`src/rtl/sha_round_stage_pkg.sv`:
```
// Shared SHA-256 definitions for the round and schedule stages: word and
// array widths, the round constant table K, and the round/schedule functions.
package sha_round_stage_pkg;

  localparam int WORD_S   = 32;
  localparam int W_BLKCNT = 16;
  localparam int WARR_S   = WORD_S * W_BLKCNT;
  localparam int STATE_S  = 256;

  localparam logic [31:0] K_TAB [64] = '{
    32'h428a2f98, 32'h71374491, 32'hb5c0fbcf, 32'he9b5dba5, 32'h3956c25b, 32'h59f111f1, 32'h923f82a4, 32'hab1c5ed5,
    32'hd807aa98, 32'h12835b01, 32'h243185be, 32'h550c7dc3, 32'h72be5d74, 32'h80deb1fe, 32'h9bdc06a7, 32'hc19bf174,
    32'he49b69c1, 32'hefbe4786, 32'h0fc19dc6, 32'h240ca1cc, 32'h2de92c6f, 32'h4a7484aa, 32'h5cb0a9dc, 32'h76f988da,
    32'h983e5152, 32'ha831c66d, 32'hb00327c8, 32'hbf597fc7, 32'hc6e00bf3, 32'hd5a79147, 32'h06ca6351, 32'h14292967,
    32'h27b70a85, 32'h2e1b2138, 32'h4d2c6dfc, 32'h53380d13, 32'h650a7354, 32'h766a0abb, 32'h81c2c92e, 32'h92722c85,
    32'ha2bfe8a1, 32'ha81a664b, 32'hc24b8b70, 32'hc76c51a3, 32'hd192e819, 32'hd6990624, 32'hf40e3585, 32'h106aa070,
    32'h19a4c116, 32'h1e376c08, 32'h2748774c, 32'h34b0bcb5, 32'h391c0cb3, 32'h4ed8aa4a, 32'h5b9cca4f, 32'h682e6ff3,
    32'h748f82ee, 32'h78a5636f, 32'h84c87814, 32'h8cc70208, 32'h90befffa, 32'ha4506ceb, 32'hbef9a3f7, 32'hc67178f2
  };

  function automatic logic [31:0] k_word(input logic [5:0] idx);
    return K_TAB[idx];
  endfunction

  function automatic logic [31:0] ror(input logic [31:0] x, input int unsigned n);
    return (x >> n) | (x << (32 - n));
  endfunction

  // Message-schedule sigmas (used by the schedule stage).
  function automatic logic [31:0] sig0(input logic [31:0] x);
    return ror(x, 7) ^ ror(x, 18) ^ (x >> 3);
  endfunction

  function automatic logic [31:0] sig1(input logic [31:0] x);
    return ror(x, 17) ^ ror(x, 19) ^ (x >> 10);
  endfunction

  // Round functions.
  function automatic logic [31:0] ch(input logic [31:0] e, input logic [31:0] f, input logic [31:0] g);
    return (e & f) ^ (~e & g);
  endfunction

  function automatic logic [31:0] maj(input logic [31:0] a, input logic [31:0] b, input logic [31:0] c);
    return (a & b) ^ (a & c) ^ (b & c);
  endfunction

  function automatic logic [31:0] big_sig0(input logic [31:0] x);
    return ror(x, 2) ^ ror(x, 13) ^ ror(x, 22);
  endfunction

  function automatic logic [31:0] big_sig1(input logic [31:0] x);
    return ror(x, 6) ^ ror(x, 11) ^ ror(x, 25);
  endfunction

endpackage

```
`src/rtl/sha_round_stage_if.sv`:
```
// Handshake/data bundle between a schedule stage and a round stage.
//   en        start strobe, state_in/W_in valid with it
//   state_in  working state {a..h}, a in [255:224]
//   W_in      16-word window, word 0 oldest at [31:0]
//   state_out state after the stage's rounds
//   W_out     window captured at start
//   en_next   one-cycle done strobe
//   busy      rounds in progress
interface sha_round_stage_if;
  import sha_round_stage_pkg::*;

  logic               en;
  logic [STATE_S-1:0] state_in;
  logic [WARR_S-1:0]  W_in;
  logic [STATE_S-1:0] state_out;
  logic [WARR_S-1:0]  W_out;
  logic               en_next;
  logic               busy;

  modport master (output en, state_in, W_in, input state_out, W_out, en_next, busy);
  modport slave  (input en, state_in, W_in, output state_out, W_out, en_next, busy);
endinterface

```
`src/rtl/sha_round.sv`:
```
// Combinational single SHA-256 round.
//   state_in  {a..h} before the round
//   w, k      message word and round constant
//   state_out {a..h} after the round
module sha_round
  import sha_round_stage_pkg::*;
(
  input  logic [STATE_S-1:0] state_in,
  input  logic [WORD_S-1:0]  w,
  input  logic [WORD_S-1:0]  k,
  output logic [STATE_S-1:0] state_out
);
  logic [31:0] a, b, c, d, e, f, g, h;
  logic [31:0] t1, t2;

  assign {a, b, c, d, e, f, g, h} = state_in;
  assign t1 = h + big_sig1(e) + ch(e, f, g) + k + w;
  assign t2 = big_sig0(a) + maj(a, b, c);
  assign state_out = {t1 + t2, a, b, c, d + t1, e, f, g};
endmodule

```
`src/rtl/sha_round_stage.sv`:
```
// SHA-256 compression stage: runs DELAY rounds (global indices
// ROUND_BASE..ROUND_BASE+DELAY-1) on the working state, one round per clock,
// using a single reused sha_round instance.
//   clk, reset  clock, synchronous active-high reset
//   bus         slave side of sha_round_stage_if (en/state_in/W_in in,
//               state_out/W_out/en_next/busy out)
module sha_round_stage
  import sha_round_stage_pkg::*;
#(
  parameter int DELAY      = 8,
  parameter int ROUND_BASE = 0
) (
  input  logic             clk,
  input  logic             reset,
  sha_round_stage_if.slave bus
);
  localparam logic [3:0] LAST = 4'(DELAY - 1);

  logic [STATE_S-1:0] state_r;
  logic [STATE_S-1:0] state_nx;
  logic [WARR_S-1:0]  w_r;
  logic               busy_r;
  logic               en_next_r;
  logic [3:0]         cnt;
  logic [31:0]        w_word;
  logic [5:0]         k_idx;

  assign w_word = w_r[{cnt, 5'b0} +: 32];
  assign k_idx  = 6'(ROUND_BASE) + {2'b00, cnt};

  sha_round u_round (
    .state_in  (state_r),
    .w         (w_word),
    .k         (k_word(k_idx)),
    .state_out (state_nx)
  );

  always_ff @(posedge clk) begin
    if (reset) begin
      state_r   <= '0;
      w_r       <= '0;
      busy_r    <= 1'b0;
      en_next_r <= 1'b0;
      cnt       <= '0;
    end else begin
      en_next_r <= 1'b0;
      if (busy_r) begin
        state_r <= state_nx;
        if (cnt == LAST) begin
          busy_r    <= 1'b0;
          cnt       <= '0;
          en_next_r <= 1'b1;
        end else begin
          cnt <= cnt + 4'd1;
        end
      end else if (bus.en) begin
        state_r <= bus.state_in;
        w_r     <= bus.W_in;
        busy_r  <= 1'b1;
        cnt     <= '0;
      end
    end
  end

  assign bus.state_out = state_r;
  assign bus.W_out     = w_r;
  assign bus.busy      = busy_r;
  assign bus.en_next   = en_next_r;
endmodule
```
`src/flat_wrapper.sv`:
```
// flat-port wrapper written by rule: the top's interface ports become plain ports
module sha_round_stage_flat import sha_round_stage_pkg::*;
#(
  parameter int DELAY      = 8,
  parameter int ROUND_BASE = 0
)
  (clk, reset, bus_en, bus_state_in, bus_W_in, bus_state_out, bus_W_out, bus_en_next, bus_busy);
  sha_round_stage_if bus_i ();
  input  logic clk;
  input  logic reset;
  input wire logic [$bits(bus_i.en)-1:0] bus_en;
  input wire logic [$bits(bus_i.state_in)-1:0] bus_state_in;
  input wire logic [$bits(bus_i.W_in)-1:0] bus_W_in;
  output wire logic [$bits(bus_i.state_out)-1:0] bus_state_out;
  output wire logic [$bits(bus_i.W_out)-1:0] bus_W_out;
  output wire logic [$bits(bus_i.en_next)-1:0] bus_en_next;
  output wire logic [$bits(bus_i.busy)-1:0] bus_busy;
  assign bus_i.en = bus_en;
  assign bus_i.state_in = bus_state_in;
  assign bus_i.W_in = bus_W_in;
  assign bus_state_out = bus_i.state_out;
  assign bus_W_out = bus_i.W_out;
  assign bus_en_next = bus_i.en_next;
  assign bus_busy = bus_i.busy;
  sha_round_stage #(.DELAY(DELAY), .ROUND_BASE(ROUND_BASE)) u_core (.clk(clk), .reset(reset), .bus(bus_i));
endmodule
```
`config.mk`:
```
export PLATFORM = sky130hd
export DESIGN_NAME = sha_round_stage_flat
export DESIGN_NICKNAME = d
export VERILOG_FILES = /design/src/rtl/sha_round_stage_pkg.sv /design/src/rtl/sha_round_stage_if.sv /design/src/rtl/sha_round.sv /design/src/rtl/sha_round_stage.sv /design/src/flat_wrapper.sv
export SDC_FILE = /design/constraint.sdc
export NUM_CORES = 2
export LEC_CHECK = 0
export BUFFER_PORTS_ARGS = -buffer_cell sky130_fd_sc_hd__buf_2
export CAP_MARGIN = 15
export CORE_AREA = 2 2 596 598
export CTS_CLUSTER_DIAMETER = 60
export DETAILED_ROUTE_END_ITERATION = 12
export DIE_AREA = 0 0 598 600
export PLACE_DENSITY = 0.34
export RECOVER_POWER = 50
export SYNTH_ARGS = -nofsm -noshare
export SYNTH_HDL_FRONTEND = slang
export SYNTH_SLANG_ARGS = --single-unit
export TNS_END_PERCENT = 10
```
`constraint.sdc`:
```
create_clock -name clk -period 8.1 [get_ports clk]
set_input_delay 0 -clock clk [delete_from_list [all_inputs] [get_ports clk]]
set_output_delay 0 -clock clk [all_outputs]
set_load 0.005 [all_outputs]
```
==> results_dict.tcl <==
set metrics [dict create \
    drtIter0Drc 3151 \
    floorplan.initialDensity_pct 12.3 \
    numPortBuffers 1540 \
    cap_violations 2 \
    final_cell_mix "dlygate4sd3_1, nand2_1, buf_2" \
    fmax_ghz 0.123 \
    r2r-end "u_core.bus.state_out[255]" \
    clkSinkCount 774 \
    critPathRequiredTime_ns 8.72 \
    drc 0 \
    grt_start_max_net_pins 188 \
    seqCellArea_um2 15500 \
    reg2reg_depth 32 \
    dp_cells 11400 \
    synth_nets 6158 \
    violations "capacitance limit, slew limit, setup timing" \
    p_leak_uw 0.0333 \
    fill_cells 39400 \
    worstSetupEndpointType "flip-flop" \
    whs_path_depth 3 \
    dp_hpwl_mm 316 \
    antenna_found_initial 161 \
    drive_above_1_share_pct 23.8 \
    cp_common_cell "fa_1" \
    dieArea_um2 359000 \
    die_width_um 598 \
    first_pass_iters 6 \
    grt.total_usage_pct 20.1 \
    async_reset_ff_share_pct 0 \
    holdPathEnd "u_core.bus.W_out[142]" \
    ys_warn_count 0 \
    finalSetupViolCount 3 \
    wirelength_mm 377 \
    powerDensity_nw_per_um2 578 \
    setup-tns-final_ns -0.0779 \
    fin_nets 9293 \
    ir_drop_mv 0.778 \
    syn_avg_cell_area_um2 8.40 \
    synth-seq-cells 774 \
    numCtsBuffers 145 \
    fin_skew_ns 0.122 \
    cp_top_family "adder cells" \
    root_buffer "clkbuf_16" \
    fin_area_um2 78000 \
    status "complete, but fails checks" \
    slew_viol_final 72 \
    synth_top_flop_cell "dfxtp_1" \
    place_area_um2 59200 \
    clock_path_buffers 4 \
    finalHoldViolCount 0 \
    synth-edff-count 0 \
    cp_max_fo 10 \
    grt_pass1_vias 51500 \
    synth.distinct_cells 73 \
    worst_pin_slew_ns 3.75 \
    layout_commonest_cell "dlygate4sd3_1" \
    avgRoutedWirePerCell_um 28.8 \
    worstPathBufferInverterCount 9 \
    coreArea_um2 352000 \
    rrSetupSlack_ns -0.05 \
    gp_congestion 0.906 \
    cpMaxStageDelayCell "mux4_2" \
    vias 51500 \
    pre_cts_ws_ns -0.648 \
    critPathKind "flip-flop to flip-flop" \
    ant_nets 0 \
    period_share_pct 101 \
    clk_pin_slew_ns 0.06 \
    hold_path.class "input pin to flip-flop" \
    grt_pass1_wl_mm 486 \
    postSynthCellCount 5157 \
    r2r_start "u_core.cnt[1]" \
    rows 218 \
    cp-startpoint "u_core.cnt[1]" \
    gr-total-overflow 0 \
    ios 1541 \
    period_needed_ns 8.15 \
    syn-cell-area_um2 43300 \
    via_per_inst 3.93 \
    cp.arrival_ns 8.77 \
    fin_ws_ns -0.0472 \
    final_util_pct 22.2 \
    cts_tree "built" \
    fin_cells 13100 \
    htreeDepth 4 \
    die_y_um 600 \
    startpoint_type "flip-flop" \
    clock_latency_ns 0.87 \
    area_growth_pct 80.0 \
    min-delay-start "reset" \
    seq_area_frac_synth_pct 35.8 \
    rsz0062_at_grt "true" \
    critPathMaxStageDelay_ns 0.63 \
    multi_input_area_um2 25900 \
    slew_headroom_pct -150 \
]
==> final cells by class <==
class | count | share of cell area (%)
flip-flops and latches | 774 | 19.9
multi-input cells | 3720 | 33.2
clock inverters | 68 | 1.22
repair buffers | 3399 | 31.6
inverters | 252 | 1.22
diodes | 92 | 0.295
well taps | 4620 | 7.41
clock buffers | 187 | 5.20
==> cell families (layout without fill, tap and decap cells) <==
group,after synthesis,after routing,share of synthesized area [%]
AOI/OAI and AO/OA,1187,1187,15.6
xor gates and xnor gates,217,217,4.42
adders and majority gates,232,232,8.85
buffers and inverters,663,3906,5.75
DFF,774,774,35.8
muxes,410,410,14.2
other,0,92,0
and+or+nand+nor,1674,1674,15.4
==> where the power goes <==
group	leakage (µW)	internal, µW	total, µW	switching [µW]
clock network	0.00243	4070	6550	2480
registers	0.00637	4190	5000	813
logic	0.0245	15900	33500	17700
total	0.0333	24100	45100	20900
==> worst reg2reg max path, delay by kind of cell (launching register included) <==
kind,cells,cell delay (ns)
flip-flops,1,0.36
AND/OR/NAND/NOR,4,0.77
XOR/XNOR,1,0.18
adder cells (fa/ha/maj),6,2.67
multiplexers,2,1.26
AO/OA/AOI/OAI,10,1.71
buffers and inverters,9,1.00
==> synth_stat cells (all sizes together) (14+ instances only) <==
cell | count | share of area [%]
nor2 | 449 | 3.9
clkbuf | 359 | 3.1
o21ai | 81 | 0.94
mux2i | 219 | 5.1
inv | 251 | 2.2
nand3 | 18 | 0.21
a211oi | 108 | 1.9
mux2 | 31 | 0.81
buf | 52 | 0.46
ha | 105 | 3.0
mux4 | 160 | 8.3
xor2 | 100 | 2.0
fa | 125 | 5.8
nand2 | 1072 | 9.3
a21oi | 807 | 9.3
xnor2 | 117 | 2.4
o21a | 14 | 0.24
a21o | 94 | 1.6
nor3 | 16 | 0.18
dfxtp | 774 | 36
nor2b | 57 | 0.82
==> sequential cells by signal, summed over array words and instances, names as in the netlist <==
register	cells
u_core.bus.W_out	512
u_core.bus.busy	1
u_core.bus.en_next	1
u_core.bus.state_out	256
u_core.cnt	4
==> routing by layer <==
| metal | global-route usage (%) | up-vias | part of all wire, % |
|---|---|---|---|
| met1 | 22.3 | 25200 | 38 |
| li1 | - | 23900 | - |
| met4 | 8.10 | 82 | 4.8 |
| met2 | 37.8 | 1775 | 52 |
| met3 | 3.25 | 566 | 4.8 |
| met5 | 0 | - | 0.14 |
==> how the worst max path moves through the flow <==
stage,to,slack (ns),cells past startpoint
finish,u_core.bus.state_out[255],-0.05,32
global route,u_core.bus.state_out[255],-0.42,32
CTS,u_core.bus.state_out[252],-0.22,32
detailed placement,u_core.bus.state_out[252],-0.65,30
global placement,u_core.bus.state_out[254],-0.70,31
floorplan,u_core.bus.state_out[252],0.03,34
==> stage by stage <==
step	total power (µW)	hold WS (ns)
final	45100	0.0498
after global routing	48600	0.0339
after CTS	44600	0.00133
after detailed placement	35600	0.247
after global placement	35500	0.240
after floorplan	21500	0.136
==> timing repair <==
item | in CTS | in global routing
pin swaps | 50 | 49
setup endpoints to repair | 27 | 28
cloned | 1 | 0
hold endpoints to repair | 772 | 0
gates resized for setup | 74 | 57
hold buffers | 1349 | 0
setup buffers | 7 | 15
Note: power is estimated with default switching activity, not from simulation.
